`config.mk`:
```
export PLATFORM = sky130hd
export DESIGN_NAME = mem_result_checker_run_watchdog
export DESIGN_NICKNAME = d
export VERILOG_FILES = /design/src/rtl/mem_result_checker_run_watchdog.sv
export SDC_FILE = /design/constraint.sdc
export NUM_CORES = 1
export LEC_CHECK = 0
export BUFFER_PORTS_ARGS = -buffer_cell sky130_fd_sc_hd__buf_4
export CAP_MARGIN = 15
export CELL_PAD_IN_SITES_DETAIL_PLACEMENT = 0
export CELL_PAD_IN_SITES_GLOBAL_PLACEMENT = 2
export CORE_MARGIN = 5
export CORE_UTILIZATION = 25
export CTS_BUF_LIST = sky130_fd_sc_hd__clkbuf_4 sky130_fd_sc_hd__clkbuf_8
export DETAILED_ROUTE_END_ITERATION = 10
export PLACE_DENSITY_LB_ADDON = 0.1
export RECOVER_POWER = 25
export SETUP_SLACK_MARGIN = 0.4
export SLEW_MARGIN = 15
export SYNTH_ARGS = -nofsm -noshare
export SYNTH_HDL_FRONTEND = slang
export SYNTH_SLANG_ARGS = --single-unit
```
`constraint.sdc`:
```
create_clock -name clk -period 4.01 [get_ports clk]
set_clock_uncertainty 0.2 [all_clocks]
set_input_delay 0.802 -clock clk [delete_from_list [all_inputs] [get_ports clk]]
set_output_delay 0.802 -clock clk [all_outputs]
set_load 0.03 [all_outputs]
```
`src/rtl/mem_result_checker_run_watchdog.sv`:
```
// Cycle budget counter: counts enabled cycles, flags the last budgeted cycle.
// Expiry is combinational from the count; no flow control.
module mem_result_checker_run_watchdog #(
    parameter int unsigned MAX_CYCLES = 1,
    parameter int          CNT_W      = 32
) (
    input  logic             clk,
    input  logic             rst,
    input  logic             clr,
    input  logic             en,
    output logic [CNT_W-1:0] cnt,
    output logic             expired
);
    always_ff @(posedge clk or posedge rst) begin
        if (rst) begin
            cnt <= '0;
        end else if (clr) begin
            cnt <= '0;
        end else if (en) begin
            cnt <= cnt + CNT_W'(1);
        end
    end

    assign expired = (cnt == CNT_W'(MAX_CYCLES - 1));
endmodule

```
-- Word level (Yosys, flattened, before mapping)
Index checks and enable logic that the tools add are counted.
- add/sub/neg operators: 1
- mux-type cells: 2
- reduce and logical (&&, ||, !) cells: 2
- operators by type and width (kind ; number):
    $mux W32 ; 2
    $add A32 B1 Y32 const B ; 1
    $logic_not A32 Y1 ; 1
    $reduce_bool A2 Y1 ; 1
- flip-flop bits (word level): 32
- bits of input ports: 4
- output and inout port bits: 33
- word-level logic and storage cells: 6

-- Logic depth before layout (Yosys ltp)
Gate-level depths: netlist (run 1).
- depth in word-level cells: 3
- depth in mapped cells: 7
- mapped depth without buffers: 6

-- Worst setup path before layout (run 1)
Ideal clock, no wire load.
- kind: reg-to-output
- start point: register cnt[1]
- end point: output port expired
- arrival: 1.490 ns
- path slack: 1.518 ns
- stages on the path, launching flop included: 6
- path buffers: 0
- path through: dfrtp_1 > inv_1 > ha_1 > nor4b_1 > nand4_1 > nor2_1
- longest elaborated chain between the ends: 1
- ends and longest elaborated chain (element ; RTL line ; text):
    start: declaration ; 11 ; output logic [CNT_W-1:0] cnt,
    start signal: assignment ; 20 ; cnt <= cnt + CNT_W'(1);
    $logic_not A32 Y1 ; 24 ; assign expired = (cnt == CNT_W'(MAX_CYCLES - 1));
    end: declaration ; 12 ; output logic expired
Every way passes these cells.

-- Worst setup path after layout (run 1)
Same ends and word-level chain as after synthesis.

==> flow_metrics.env, run 1 <==
export IMPL_yosys_warnings=0
export IMPL_routed_wl_um=4630
export IMPL_ys_types=29
export IMPL_multi_input_area_um2=878
export IMPL_critPathMaxStageDelay_ns=0.42
export IMPL_fp_dieW_um=93.0
export IMPL_worst_pin_slew_ns=1.85
export IMPL_max_flop_register="cnt"
export IMPL_place_gp_congestion=0.742
export IMPL_grt_pass1_wl_um=7690
export IMPL_cp_top_family="simple AND/OR/NAND/NOR gates"
export IMPL_endpoint_kind="primary output"
export IMPL_grt_pass1_vias=1457
export IMPL_violations="capacitance limit, slew limit"
export IMPL_io_pins=37
export IMPL_rsz0062_at_grt="no"
export IMPL_worst_ep_required_time_ns=3.01
export IMPL_synth_seq_cells=32
export IMPL_io_buffers=36
export IMPL_peakVddDrop_mv=0.104
export IMPL_critPathKind="flip-flop to primary output"
export IMPL_tns_ns=0
export IMPL_synthFlopType="dfrtp_1"
export IMPL_grt_util_all_layers=0.114
export IMPL_grt_start_max_net_pins=35
export IMPL_period_share=0.668
export IMPL_drc=0
export IMPL_combPwrFrac=0.065
export IMPL_syn_to_final_growth_pct=26.3
export IMPL_timing_critical_path_buf_inv=2
export IMPL_std_cell_rows=30
export IMPL_yosysMostFrequentCell="nor2_1"
export IMPL_drtIter0Drc=40
export IMPL_synth_seq_area_share=0.465
export IMPL_synth_top_cell_area_share=0.465
export IMPL_reg_top3="cnt: 32 flops"
export IMPL_crit_path_start_kind="flip-flop"
export IMPL_avgRoutedWirePerCell_um=15.7
export IMPL_syn_inst=175
export IMPL_synth_edf_count=0
export IMPL_vias=1421
export IMPL_async_flop_share=1.00
export IMPL_finalSetupViolations=0
export IMPL_fin_crit_ns=2.68
export IMPL_worst_skew_pair_late_latency_ns=0.28
export IMPL_clock_path_buffers=2
export IMPL_p_switching_w=0.000154
export IMPL_sequentialPowerShare=0.509
export IMPL_cts_sinks=32
export IMPL_post_cts_buffers=0
export IMPL_yosys_area_top_type="dfrtp_1"
export IMPL_drt_vias_per_instance=4.82
export IMPL_dr_pass1_iters=4
export IMPL_die_area_um2=8640
export IMPL_antennaDiodeCount=0
export IMPL_start_util=0.255
export IMPL_htree_levels=2
export IMPL_clock_fmax_ghz=0.374
export IMPL_gr_total_overflow=0
export IMPL_nets=220
export IMPL_avgSynthCellArea_um2=9.83
export IMPL_path_max_fanout=5
export IMPL_synth_cell_area_um2=1720
export IMPL_cts_root_buf="clkbuf_8"
export IMPL_postCtsHoldBufs=0
export IMPL_core_area_um2=6760
export IMPL_sw_frac_of_total=0.239
export IMPL_power_density_nw_per_um2=297
export IMPL_crit_chain="inv_1 -> ha_1 -> nor4b_1 -> nand4_1 -> nor2_1 -> buf_4"
export IMPL_hold_viol_final=0
export IMPL_dpl_hpwl_um=3240
export IMPL_cts_buffers=5
export IMPL_power_share_clock=0.427
export IMPL_largest_reg_flops=32
export IMPL_maxCapViolations=1
export IMPL_path_clk_slew_ns=0.07
export IMPL_placed_cell_area_um2=2080
export IMPL_die_h_um=93.0
export IMPL_status="finished, violations left"
export IMPL_hp_class="flip-flop to flip-flop"
export IMPL_cts_resized=0
export IMPL_synth_fp_nets=181
export IMPL_slew_headroom=-0.232
export IMPL_synth_area_leaders="dfrtp_1 47%, xor2_1 13%, nor2_1 8.3%"
export IMPL_worstHoldStart="cnt[31]"
export IMPL_crit_start="cnt[1]"
export IMPL_cellLeakagePower_nw=1.03
export IMPL_netlist_top_cells_count="38 x nor2_1, 32 x dfrtp_1, 26 x xor2_1"
export IMPL_worstPathArrival_ns=1.68
export IMPL_fillers=719
export IMPL_r2r_start="cnt[2]"
export IMPL_stdcell_area_um2=2170
export IMPL_cp_slowest_cell="dfrtp_1"
export IMPL_detail_route_antenna_nets=0
export IMPL_cts_tree="done"
export IMPL_antenna_found_initial=0
export IMPL_power_internal_w=0.000491
export IMPL_layout_drive_gt1_share=0.260
export IMPL_regArea_um2=801
export IMPL_drv_slew=33
## worst paths after layout
check	endpoint	slack, ns	cells past startpoint
min in group asynchronous	cnt[19]	0.99	3
max in group asynchronous	cnt[4]	1.56	3
worst max register to register	cnt[29]	1.83	6
worst min register to register	cnt[31]	0.39	2
worst min-delay path	cnt[31]	0.39	2
worst max-delay path	expired	1.33	6
## kinds of logic (layout without fill, tap and decap cells)
kind of cell,Yosys count,in the layout,share of synthesized area
AND/OR/NAND/NOR,98,98,0.322
AO/OA/AOI/OAI,1,1,0.00872
XOR/XNOR,30,30,0.153
multiplexers,2,2,0.0124
flip-flops,32,32,0.465
buffers and inverters,10,50,0.0240
adder cells (fa/ha/maj),2,2,0.0145
## cell usage in the layout (no fill, tap or decap)
master,n
nor2_1,38
buf_4,36
dfrtp_1,32
xor2_1,26
nand4_1,15
nand2_1,11
nand3_1,10
nor4_1,6
clkbuf_8,6
xnor2_1,4
inv_1,3
and3_1,3
clkbuf_4,3
and4_1,2
nand4_2,2
nor4_4,2
nor3_1,2
ha_1,2
inv_2,1
o2111ai_2,1
nor3_2,1
nor2_4,1
nor4b_1,1
nor3_4,1
nand3_2,1
nor2b_1,1
nor4_2,1
mux2_1,1
mux2i_1,1
clkbuf_1,1
## area by class of cell
type	instances	area share
Inverter	4	0.00691
Clock buffer	8	0.0449
Timing Repair Buffer	38	0.130
Sequential cell	32	0.368
Tap cell	80	0.0461
Multi-Input combinational cell	133	0.404
## worst register-to-register path: cells and delay by family (launching register included)
| family | cells | cell delay, ns |
|---|---|---|
| compound gates | 1 | 0.24 |
| buf+inv | 1 | 0.24 |
| flops | 1 | 0.47 |
| mux | 1 | 0.35 |
| simple gates | 3 | 0.56 |
## through the flow
stage / hold WS (ns) / power, W / instances / utilization / setup WS (ns)
floorplan: 0.529 / 0.000362 / 175 / - / 1.52
global placement: 0.368 / 0.000378 / 287 / 0.308 / 1.14
detailed placement: 0.378 / 0.000378 / 287 / 0.308 / 1.09
CTS: 0.395 / 0.000657 / 295 / 0.322 / 1.28
global route: 0.452 / 0.000680 / 295 / 0.322 / 1.03
finish: 0.389 / 0.000645 / 295 / 0.322 / 1.33
## power groups by stage
stage          Clock, W  Combinational, W  Sequential (W)
2_1_floorplan         0         0.0000237        0.000338
3_3_place_gp          0         0.0000441        0.000334
3_5_place_dp          0         0.0000439        0.000334
4_1_cts        0.000285         0.0000440        0.000328
5_1_grt        0.000304         0.0000475        0.000328
6_report       0.000275         0.0000418        0.000328
## layer usage
layer,up-vias,part of all wire,wire (um),track usage
met5,-,0,0,0
met4,0,0.013,61,0.0391
met3,5,0.042,194,0.0341
met2,25,0.46,2140,0.176
met1,706,0.48,2230,0.150
li1,685,-,-,-
Power figures use the tool's default switching activity.
==> run 2: changes to the inputs <==
==> constraint.sdc (replaced) <==
create_clock -name clk -period 2.6 [get_ports clk]
set_clock_uncertainty 0.2 [all_clocks]
set_input_delay 0.52 -clock clk [delete_from_list [all_inputs] [get_ports clk]]
set_output_delay 0.52 -clock clk [all_outputs]
set_load 0.03 [all_outputs]
==> run 2 against run 1 <==
The flow now finishes without violations. Global-route usage grew 0.49 points. Cell area grew 6.8%. Total power grew 66%. Setup slack lost 0.98 ns.
==> flow_metrics.env, run 2 (synthesis results as in run 1) <==
export IMPL_status="complete, no violations"
export IMPL_power_internal_w=0.000827
export IMPL_combPwrFrac=0.078
export IMPL_start_util=0.255
export IMPL_p_switching_w=0.000245
export IMPL_finalSetupViolations=0
export IMPL_grt_util_all_layers=0.119
export IMPL_clock_fmax_ghz=0.445
export IMPL_reg_top3="cnt: 32 flops"
export IMPL_layout_commonest_cell="buf_4"
export IMPL_path_max_fanout=2
export IMPL_die_area_um2=8640
export IMPL_finalNonFillerCells=301
export IMPL_gr_total_overflow=0
export IMPL_power_density_nw_per_um2=462
export IMPL_critPathMaxStageDelay_ns=0.39
export IMPL_period_share=0.864
export IMPL_core_area_um2=6760
export IMPL_std_cell_rows=30
export IMPL_routed_wl_um=4900
export IMPL_peakVddDrop_mv=0.167
export IMPL_stdcell_area_um2=2320
export IMPL_critPathKind="flip-flop to primary output"
export IMPL_maxCapViolations=0
export IMPL_r2r_slack_ns=0.52
export IMPL_dr_pass1_iters=4
export IMPL_worst_pin_slew_ns=0.843
export IMPL_cp_slowest_cell="dfrtp_1"
export IMPL_clock_path_buffers=2
export IMPL_rsz0062_at_grt="yes"
export IMPL_antennaDiodeCount=0
export IMPL_io_buffers=36
export IMPL_antenna_found_initial=0
export IMPL_drt_vias_per_instance=4.83
export IMPL_nets=226
export IMPL_power_share_clock=0.453
export IMPL_vias=1455
export IMPL_syn_to_final_growth_pct=34.9
export IMPL_layout_drive_gt1_share=0.357
export IMPL_fillers=722
export IMPL_fp_dieW_um=93.0
export IMPL_endpoint_kind="primary output"
export IMPL_rr_endpoint="cnt[29]"
export IMPL_sw_frac_of_total=0.229
export IMPL_detail_route_antenna_nets=0
export IMPL_path_clk_slew_ns=0.07
export IMPL_layout_common_cells="41 x buf_4, 37 x nor2_1, 26 x xor2_1, 26 x dfrtp_1, 15 x nand4_1"
export IMPL_postCtsHoldBufs=0
export IMPL_hp_class="input port to asynchronous set/reset pin"
export IMPL_dp_slack_ns=0.460
export IMPL_cp_top_family="simple AND/OR/NAND/NOR gates"
export IMPL_grt_pass1_vias=1470
export IMPL_drv_slew=0
export IMPL_cellLeakagePower_nw=1.09
export IMPL_worstPathArrival_ns=1.53
export IMPL_sequentialPowerShare=0.469
export IMPL_die_h_um=93.0
export IMPL_drtIter0Drc=48
export IMPL_crit_path_start_kind="flip-flop"
export IMPL_worst_ep_required_time_ns=1.88
export IMPL_dpl_hpwl_um=3320
export IMPL_hold_viol_final=0
export IMPL_avgRoutedWirePerCell_um=16.3
export IMPL_setup_slack_ns=0.355
export IMPL_grt_pass1_wl_um=7880
export IMPL_tns_ns=0
export IMPL_io_pins=37
export IMPL_cts_tree="done"
export IMPL_grt_start_max_net_pins=34
export IMPL_worst_skew_pair_late_latency_ns=0.29
export IMPL_largest_reg_flops=32
export IMPL_place_gp_congestion=0.769
export IMPL_drc=0
export IMPL_place_inst=289
export IMPL_placed_cell_area_um2=2100
export IMPL_reg2regPathDepth=5
export IMPL_timing_critical_path_buf_inv=2
export IMPL_max_flop_register="cnt"
export IMPL_cts_root_buf="clkbuf_8"
export IMPL_r2r_start="cnt[14]"
export IMPL_fin_crit_ns=2.25
export IMPL_slew_headroom=0.438
export IMPL_cts_buffers=5
export IMPL_htree_levels=2
export IMPL_crit_chain="inv_2 -> ha_4 -> nor4b_4 -> nand4_1 -> nor2_2 -> buf_6"
export IMPL_cts_sinks=32
-- run 2: layout make-up --
type / count / area, um2 / area share
clock buffers: 6 / 76.3 / 0.0329
clock inverters: 2 / 35.0 / 0.0151
inverters: 4 / 15.0 / 0.00647
multi-input cells: 133 / 955 / 0.411
flip-flops and latches: 32 / 808 / 0.348
well taps: 80 / 100 / 0.0431
repair buffers: 44 / 332 / 0.143
-- run 2: tightest hold or removal path, delay by kind of cell --
family                 cells  cell delay (ns)
buffers and inverters      3             0.78
-- run 2: power groups by stage --
stage	Combinational [W]	Sequential, W	Clock, W
after floorplan	0.0000374	0.000521	0
after global placement	0.0000692	0.000515	0
after detailed placement	0.0000699	0.000515	0
after CTS	0.0000868	0.000503	0.000507
after global routing	0.0000922	0.000504	0.000522
final	0.0000832	0.000503	0.000486
-- run 2: layer usage --
metal  vias up  global-route usage  routed length (um)  share of wire
met2        36               0.185                2250           0.46
met4         0              0.0513                  56          0.011
li1        695                   -                   -              -
met3         5              0.0276                 220          0.045
met5         -                   0                   0              0
met1       719               0.157                2370           0.48
-- run 2: worst max-delay path by stage --
stage | start | slack [ns] | cells past startpoint | to
after floorplan | cnt[13] | 0.46 | 5 | cnt[29]
after global placement | cnt[1] | 0.49 | 6 | expired
after detailed placement | en | 0.46 | 6 | cnt[29]
after CTS | cnt[1] | 0.31 | 6 | expired
after global routing | cnt[0] | 0.25 | 6 | expired
final | cnt[0] | 0.35 | 6 | expired
-- run 2: stage by stage --
stage | power, W | utilization | hold WS [ns]
finish | 0.00107 | 0.344 | 0.281
global route | 0.00112 | 0.344 | 0.361
CTS | 0.00110 | 0.339 | 0.139
detailed placement | 0.000585 | 0.310 | 0.370
global placement | 0.000584 | 0.310 | 0.370
floorplan | 0.000558 | - | 0.436
-- run 2: what timing repair did --
action	in CTS	in global routing
endpoints found under the hold margin	0	0
cloned	0	0
setup endpoints to repair	1	2
buffers inserted	2	2
pin swaps	3	4
gates resized for setup	14	5
